**config.mk**
```make
export PLATFORM = sky130hd
export DESIGN_NAME = mri_sequencer
export DESIGN_NICKNAME = d
export VERILOG_FILES = /design/src/rtl/mri_sequencer.sv
export SDC_FILE = /design/constraint.sdc
export NUM_CORES = 1
export LEC_CHECK = 0
export ABC_AREA = 1
export ABC_CLOCK_PERIOD_IN_PS = 1720
export CORE_MARGIN = 10
export CORE_UTILIZATION = 45
export CTS_CLUSTER_DIAMETER = 40
export CTS_CLUSTER_SIZE = 40
export DETAILED_ROUTE_END_ITERATION = 8
export PLACE_DENSITY = 0.79
export SYNTH_ARGS = -nofsm -noshare
export SYNTH_HDL_FRONTEND = slang
export SYNTH_SLANG_ARGS = --single-unit
```
**constraint.sdc**
```tcl
create_clock -name clk -period 1.72 [get_ports clk]
set_input_delay 0.258 -clock clk [delete_from_list [all_inputs] [get_ports clk]]
set_output_delay 0.258 -clock clk [all_outputs]
set_load 0.02 [all_outputs]
```
**src/rtl/mri_sequencer.sv**
```systemverilog
// Self-timed sequencer for the PDP-8 memory-reference instructions (AND, TAD, ISZ, DCA, JMS, JMP).
// Define AUTOINDEX_EN to give isPPIND two auto-index pre-increment steps; otherwise isPPIND runs as isIND.
module mri_sequencer #(
  parameter int CK_CYCLES  = 1,
  parameter int STB_CYCLES = 1,
  parameter int STEP_W     = 3
) (
  input  logic              clk,
  input  logic              reset,
  input  logic              start,
  input  logic [2:0]        opcode,
  input  logic              isDIR,
  input  logic              isIND,
  input  logic              isPPIND,
  input  logic              incZero,
  output logic              ir2rama,
  output logic              ind2rama,
  output logic              ram_oe,
  output logic              ramd2ac_and,
  output logic              ramd2ac_add,
  output logic              ac2ramd,
  output logic              pc2ramd,
  output logic              inc2ramd,
  output logic              ld2inc,
  output logic              cla,
  output logic              rot2ac,
  output logic              ir2pc,
  output logic              ind2reg,
  output logic              reg2pc,
  output logic              ac_ck,
  output logic              link_ck,
  output logic              data_ck,
  output logic              ram_we,
  output logic              pc_ck,
  output logic              pc_ld,
  output logic              ind_ck,
  output logic              busy,
  output logic              done,
  output logic              illegal,
  output logic [STEP_W-1:0] step
);

  typedef enum logic [1:0] {IDLE, CK, STB, DONE} state_t;

  localparam logic [2:0] OP_AND = 3'd0;
  localparam logic [2:0] OP_TAD = 3'd1;
  localparam logic [2:0] OP_ISZ = 3'd2;
  localparam logic [2:0] OP_DCA = 3'd3;
  localparam logic [2:0] OP_JMS = 3'd4;
  localparam logic [2:0] OP_JMP = 3'd5;

  localparam logic [1:0] CK_LAST  = 2'(CK_CYCLES - 1);
  localparam logic [1:0] STB_LAST = 2'(STB_CYCLES - 1);

  state_t              state_q, state_d;
  logic [1:0]          cnt_q, cnt_d;
  logic [STEP_W-1:0]   step_q, step_d;
  logic [2:0]          op_q, op_d;
  logic                dir_q, dir_d;
  logic                auto_q, auto_d;
  logic                zero_q, zero_d;
  logic                illegal_q, illegal_d;

  logic [2:0]          mode;
  logic                legal;
  logic [STEP_W-1:0]   last_step;
  logic [STEP_W-1:0]   lstep;
  logic                active;
  logic                stb;

  // NOTE: sequential state uses non-blocking assignments so every flop samples pre-edge values.
  always_ff @(posedge clk or posedge reset) begin
    if (reset) begin
      state_q   <= IDLE;
      cnt_q     <= '0;
      step_q    <= '0;
      op_q      <= '0;
      dir_q     <= 1'b0;
      auto_q    <= 1'b0;
      zero_q    <= 1'b0;
      illegal_q <= 1'b0;
    end else begin
      state_q   <= state_d;
      cnt_q     <= cnt_d;
      step_q    <= step_d;
      op_q      <= op_d;
      dir_q     <= dir_d;
      auto_q    <= auto_d;
      zero_q    <= zero_d;
      illegal_q <= illegal_d;
    end
  end

  // NOTE: every always_comb output gets a default first, so no path can infer a latch.
  always_comb begin
    mode  = {isDIR, isIND, isPPIND};
    legal = (opcode <= OP_JMP) && ((mode == 3'b100) || (mode == 3'b010) || (mode == 3'b001));

    case (op_q)
      OP_ISZ, OP_JMS: last_step = STEP_W'(3);
      OP_DCA:         last_step = STEP_W'(2);
      default:        last_step = STEP_W'(1);
    endcase
    if (auto_q) last_step = last_step + STEP_W'(2);

    state_d   = state_q;
    cnt_d     = cnt_q;
    step_d    = step_q;
    op_d      = op_q;
    dir_d     = dir_q;
    auto_d    = auto_q;
    zero_d    = zero_q;
    illegal_d = 1'b0;

    case (state_q)
      IDLE: begin
        if (start && legal) begin
          state_d = CK;
          cnt_d   = '0;
          step_d  = STEP_W'(1);
          op_d    = opcode;
          dir_d   = isDIR;
`ifdef AUTOINDEX_EN
          auto_d  = isPPIND;
`else
          auto_d  = 1'b0;
`endif
        end else if (start) begin
          illegal_d = 1'b1;
        end
      end
      CK: begin
        if (cnt_q == CK_LAST) begin
          state_d = STB;
          cnt_d   = '0;
          zero_d  = incZero;  // ISZ skip decision is frozen at STB entry
        end else begin
          cnt_d = cnt_q + 2'd1;
        end
      end
      STB: begin
        if (cnt_q == STB_LAST) begin
          cnt_d = '0;
          if (step_q == last_step) begin
            state_d = DONE;
          end else begin
            state_d = CK;
            step_d  = step_q + STEP_W'(1);
          end
        end else begin
          cnt_d = cnt_q + 2'd1;
        end
      end
      default: begin
        state_d = IDLE;
        step_d  = '0;
      end
    endcase
  end

  always_comb begin
    {ir2rama, ind2rama, ram_oe, ramd2ac_and, ramd2ac_add, ac2ramd, pc2ramd,
     inc2ramd, ld2inc, cla, rot2ac, ir2pc, ind2reg, reg2pc} = '0;
    {ac_ck, link_ck, data_ck, ram_we, pc_ck, pc_ld, ind_ck} = '0;
    active  = (state_q == CK) || (state_q == STB);
    stb     = (state_q == STB);
    lstep   = auto_q ? step_q - STEP_W'(2) : step_q;
    busy    = (state_q != IDLE);
    done    = (state_q == DONE);
    illegal = illegal_q;
    step    = step_q;

    if (active) begin
      if (auto_q && step_q == STEP_W'(1)) begin
        ir2rama = 1'b1;
        ram_oe  = 1'b1;
        data_ck = stb;
      end else if (auto_q && step_q == STEP_W'(2)) begin
        ir2rama  = 1'b1;
        inc2ramd = 1'b1;
        ld2inc   = 1'b1;
        ram_we   = stb;
`ifdef AUTOINDEX_EN
        ind_ck   = stb;
`endif
      end else begin
        // After auto-index, dir_q is low so the main steps address through the pointer.
        case (op_q)
          OP_AND: begin
            {ir2rama, ind2rama} = {dir_q, !dir_q};
            ram_oe      = 1'b1;
            ramd2ac_and = 1'b1;
            ac_ck       = stb;
          end
          OP_TAD: begin
            {ir2rama, ind2rama} = {dir_q, !dir_q};
            ram_oe      = 1'b1;
            ramd2ac_add = 1'b1;
            ac_ck       = stb;
            link_ck     = stb;
          end
          OP_ISZ: begin
            if (lstep == STEP_W'(1)) begin
              {ir2rama, ind2rama} = {dir_q, !dir_q};
              ram_oe  = 1'b1;
              data_ck = stb;
            end else if (lstep == STEP_W'(2)) begin
              {ir2rama, ind2rama} = {dir_q, !dir_q};
              inc2ramd = 1'b1;
              ld2inc   = 1'b1;
              ram_we   = stb;
            end else begin
              ld2inc = 1'b1;
              pc_ck  = stb && zero_q;
            end
          end
          OP_DCA: begin
            if (lstep == STEP_W'(1)) begin
              {ir2rama, ind2rama} = {dir_q, !dir_q};
              ac2ramd = 1'b1;
              ram_we  = stb;
            end else begin
              cla    = 1'b1;
              rot2ac = 1'b1;
              ac_ck  = stb;
            end
          end
          OP_JMS: begin
            if (lstep == STEP_W'(1)) begin
              {ir2rama, ind2rama} = {dir_q, !dir_q};
              pc2ramd = 1'b1;
              ram_we  = stb;
            end else if (lstep == STEP_W'(2)) begin
              {ir2pc, ind2reg, reg2pc} = {dir_q, !dir_q, !dir_q};
              pc_ld = stb;
            end else begin
              pc_ck = stb;
            end
          end
          default: begin
            {ir2pc, ind2reg, reg2pc} = {dir_q, !dir_q, !dir_q};
            pc_ld = stb;
          end
        endcase
      end
    end
  end

endmodule

```
==> results.tsv <==
metric	value	unit
clockRootBuffer	clkbuf_4	
yosys.area.top_type	dfrtp_1	
antenna_found_initial	0	
port_buffers	35	
start_kind	flop	
synth_fp_nets	182	
dp_cells	258	
synthesis.area	1110	sq um
coreArea	2280	sq um
final_cells	275	
fin_crit	2.23	ns
dieArea	4870	sq um
synth_xor_area_frac	0.00786	
wl_per_cell	23.1	microns
drt_iter0_drc	197	
fillCellCount	49	
route.detailed.drc	0	
synth_top_family_by_area	simple AND/OR/NAND/NOR gates	
timing.final.ws_setup	-0.511	ns
synth_top_area_frac	0.292	
synth.area.mux_share	0.0101	
hold_violations	0	
synthSimpleGateAreaFrac	0.367	
grt_max_degree	14	
ys_ff_latch	13	
end_kind	primary output	
seq_area	329	sq um
clock-sinks	13	
area_growth	96.2	%
required	1.46	ns
clk_pin_slew	0.10	ns
routed_via_density	6.25	
drt-pass1-iter-count	5	
ctsHoldBuffers	0	
worstMarginPinSlew	0.523	ns
clock_skew	0.0159	ns
synth.area.top_cells	dfrtp_1 29%, nand2_1 11%, ha_1 11%, inv_1 7.1%, nor2_1 6.4%	
multiInputGateArea	952	sq um
fp-row-count	17	
p_leak	1.04	nW
final_common_cell	buf_4	
die_h	69.8	microns
synth_flop_cell	dfrtp_1	
final_cell_mix	49 x buf_4, 27 x nand2_1, 18 x buf_6	
diodes	0	
htree_levels	1	
cts_buffers	3	
initial_core_util	0.490	
finalSetupTns	-6.79	ns
cts_tree	built	
drive_gt1_frac	0.555	
setup-violations-final	22	
grt_pass1_vias	1558	
slew_violations	0	
netlist_instances	162	
placed_area	1840	sq um
status	finished with violations	
path_max_fanout	6	
cp.arrival	1.97	ns
period_share	1.30	
clk_path_buf_depth	2	
violations	negative setup slack	
vias	1718	
ioPinCount	37	
track_usage	0.187	
synth-edff-count	0	
stdcell_area	2190	sq um
yosys_warnings	0	
postSynthAreaPerCell	6.88	sq um
crit_type	flop to primary output	
rsz0062_at_grt	true	
vdd_drop_max	1930	uV
fmax	448	MHz
hpwl	3.12	mm
power_density	2000	nW/um^2
relSlewSlack	0.651	
overflow	0	
synth_fa_ha_area_frac	0.112	
synth_compound_area_frac	0.0999	
async_reset_ff_frac	1.00	
drt-total-wl	6.35	mm
die_x	69.8	microns
yosysSeqAreaShare	0.292	
hold_class	input port to async pin	
nets	268	
gp_congestion	0.855	
grt_pass1_wl	7.59	mm
yosys.cell_types.count	29	
worstSkewPairLatency	0.30	ns
ant_nets	0	
maxCapViolCount	0	
-- cell families after synthesis --
family	after synthesis
AOI/OAI and AO/OA	19
xor gates and xnor gates	1
adders and majority gates	10
buffers and inverters	29
DFF	13
muxes	1
other	1
and+or+nand+nor	88
-- synthesized netlist by cell type, types with 2 or more instances --
library cell   n
nand3_2        2
ha_1          10
nand3_1       10
inv_1         21
nand2_2        3
a21oi_1        7
o21ai_0        3
dfrtp_1       13
buf_4          3
nor2_1        19
nor3_1         9
a211oi_1       2
o21ai_1        3
inv_2          4
nor2_2         4
nand2_1       34
nand4_1        3
-- state kept, by name (all words and copies together), names as in the netlist --
signal	flops
cnt_q	2
illegal	1
state_q	2
zero_q	1
op_q	3
dir_q	1
step	3
-- worst paths after layout --
check / start / endpoint / slack [ns] / cells after the start
max: step[1] / ind2rama / -0.51 / 11
min: reset / illegal / 0.28 / 2
max reg2reg: op_q[2] / step[1] / -0.05 / 12
min reg2reg: cnt_q[0] / cnt_q[0] / 0.55 / 2
max in group asynchronous: reset / step[1] / 1.05 / 2
min in group clk: cnt_q[0] / cnt_q[0] / 0.55 / 2
-- where the power goes --
group          internal, mW  switching [mW]  leakage (nW)
Clock                0.0868           0.126        0.0177
Combinational          1.54            2.06         0.867
Sequential            0.422           0.140         0.158
Total                  2.05            2.33          1.04
-- final cells by class --
| class | instances | area share |
|---|---|---|
| clock buffer | 3 | 0.0103 |
| sequential | 13 | 0.150 |
| timing repair buffer | 84 | 0.336 |
| clock inverter | 1 | 0.00229 |
| multi-input combinational | 120 | 0.435 |
| inverter | 26 | 0.0492 |
| tap | 28 | 0.0160 |
-- worst max-delay path: stages (launching register included) --
cell      delay (ns)
dfrtp_2         0.44
inv_2           0.09
ha_4            0.15
inv_2           0.07
nor2_4          0.18
inv_2           0.08
nand2_2         0.08
o211ai_1        0.13
nand2_1         0.14
nand2_2         0.10
nor2_4          0.10
buf_6           0.12
-- per-stage QoR --
step / power (mW) / utilization / setup WS, ns / hold WS [ns]
6_report: 4.37 / 0.961 / -0.511 / 0.276
2_1_floorplan: 1.82 / - / -0.0122 / 0.135
5_1_grt: 4.55 / 0.961 / -0.515 / 0.330
3_3_place_gp: 2.85 / 0.810 / -0.454 / 0.488
4_1_cts: 3.52 / 0.880 / -0.243 / 0.297
3_5_place_dp: 2.96 / 0.810 / -0.516 / 0.495
-- per-layer routing --
| metal | routed length (microns) | global-route usage | up-vias |
|---|---|---|---|
| li1 | - | - | 690 |
| met5 | 0 | 0 | - |
| met1 | 2030 | 0.182 | 792 |
| met2 | 2980 | 0.331 | 162 |
| met3 | 728 | 0.0556 | 74 |
| met4 | 611 | 0.124 | 0 |
-- timing repair --
item	4_1_cts	5_1_grt
pin swaps	13	5
setup buffers	6	8
resized for setup	142	34
setup endpoints to repair	23	25
(Power assumes the default switching activity.)
==> RTL change: new RTL, same settings <==
Add a define of `AUTOINDEX_EN`.
--- a/src/rtl/mri_sequencer.sv
+++ b/src/rtl/mri_sequencer.sv
@@ -2,2 +2,4 @@
 // Define AUTOINDEX_EN to give isPPIND two auto-index pre-increment steps; otherwise isPPIND runs as isIND.
+`define AUTOINDEX_EN
+
 module mri_sequencer #(
Behaviour: not the same (Yosys sat finds a counterexample within 4 cycles, from zero or initial values and one cycle with reset high).
==> RTL change against the unedited design <==
Sequential cell count is 1 higher. Final area rose by 10%. Area after synthesis grew 15%. Non-clock buffer count grew 12. Setup slack improved by 140 ps. The flow still finishes with violations (setup timing). Largest cell class unchanged. Power rose by 9.9%. Core utilization is 7.7 points lower. Wire length fell by 16%.
==> RTL change: results (changes against the unedited design) <==
pwr:
  vdd_drop_max_mv: 1.86  # -3.7%
  power_frac_clock_pct: 5.1  # +0.2 points
  swShare_pct: 51.5  # -1.7 points
synthesis:
  synth_common_cells: "nand2_1 (49), inv_1 (22), nor2_1 (19)"
  synth_cell_types: 27  # -6.9%
  synthXorXnorAreaFrac_pct: 0.686  # -0.10 points
  synth_area_leaders: "dfrtp_1 (27%), nand2_1 (14%), ha_1 (11%)"
  syn-instance-count: 186  # +15%
  synthMuxAreaShare_pct: 0  # -1.0 points
  ys_seq_area_share_pct: 27.4  # -1.8 points
  synth_compound_area_share_pct: 12.7  # +2.7 points
  syn-num-nets: 207  # +14%
placed_design:
  dpl_cell_area_um2: 2040  # +11%
  globalplace.congestion: 0.843  # -1.4%
  dp_hpwl_um: 3330  # +6.8%
  pre_cts_ws_ps: -435  # +80.9 ps
  port_buffers: 36  # +2.9%
cells_and_area:
  nets: 303  # +13%
  drive_above_1_share_pct: 54.8  # -0.66 points
sta:
  clock_skew_ps: 1.37  # -14.5 ps
  fin_ws_ps: -370  # +140 ps
  tns_ps: -6380  # +414 ps
  setup_violations: 25  # +14%
detailed_routing:
  wirelength_um: 5340  # -16%
  wl_met3_um: 320  # -56%
  wl_per_cell_um: 17.1  # -26%
  wl_met1_um: 2040  # about the same
  drtIter0Drc: 130  # -34%
  routed-wl-met2_um: 2810  # -5.5%
  vias: 1705  # -0.76%
critical_path:
  endpoint: "ir2rama"
  startpoint: "step[0]"
  r2r_end: "step[2]"
clock_tree:
  cts-resized-gates: 150  # +5.6%
  post_cts_buffers: 9  # +3
global_routing:
  grt_pass1_vias: 1640  # +5.3%
  grt_pass1_wl_um: 7550  # -0.55%
outcome:
  status: "complete, but fails checks"
  violations: "setup timing"
RTL change: changes by cell type after synthesis, moves of 4 or more:
cell / unedited run / this run
nand3_1: 10 / 14
nand2_1: 34 / 49
o21ai_0: 3 / 8
nor3_1: 9 / 3
RTL change: area by class of cell:
type	count	area, um^2
Multi-Input combinational cell	142	1080
Timing Repair Buffer	96	801
Sequential cell	14	359
Fill cell	132	318
Inverter	25	104
Tap cell	31	38.8
Clock buffer	4	36.3
RTL change: worst min-delay path by stage:
stage / endpoint / cells after the start / from / slack [ps]
6_report: cnt_q[1] / 2 / reset / 310
5_1_grt: cnt_q[1] / 2 / reset / 360
4_1_cts: illegal / 2 / reset / 320
3_5_place_dp: cnt_q[0] / 2 / cnt_q[0] / 500
3_3_place_gp: cnt_q[0] / 2 / cnt_q[0] / 490
2_1_floorplan: auto_q / 1 / reset / 150
RTL change: worst max-delay path, delay by kind of cell, from the launching register on:
family	cells	cell delay (ps)
AOI/OAI and AO/OA	2	120
buffers and inverters	2	230
DFF	1	450
and+or+nand+nor	5	740
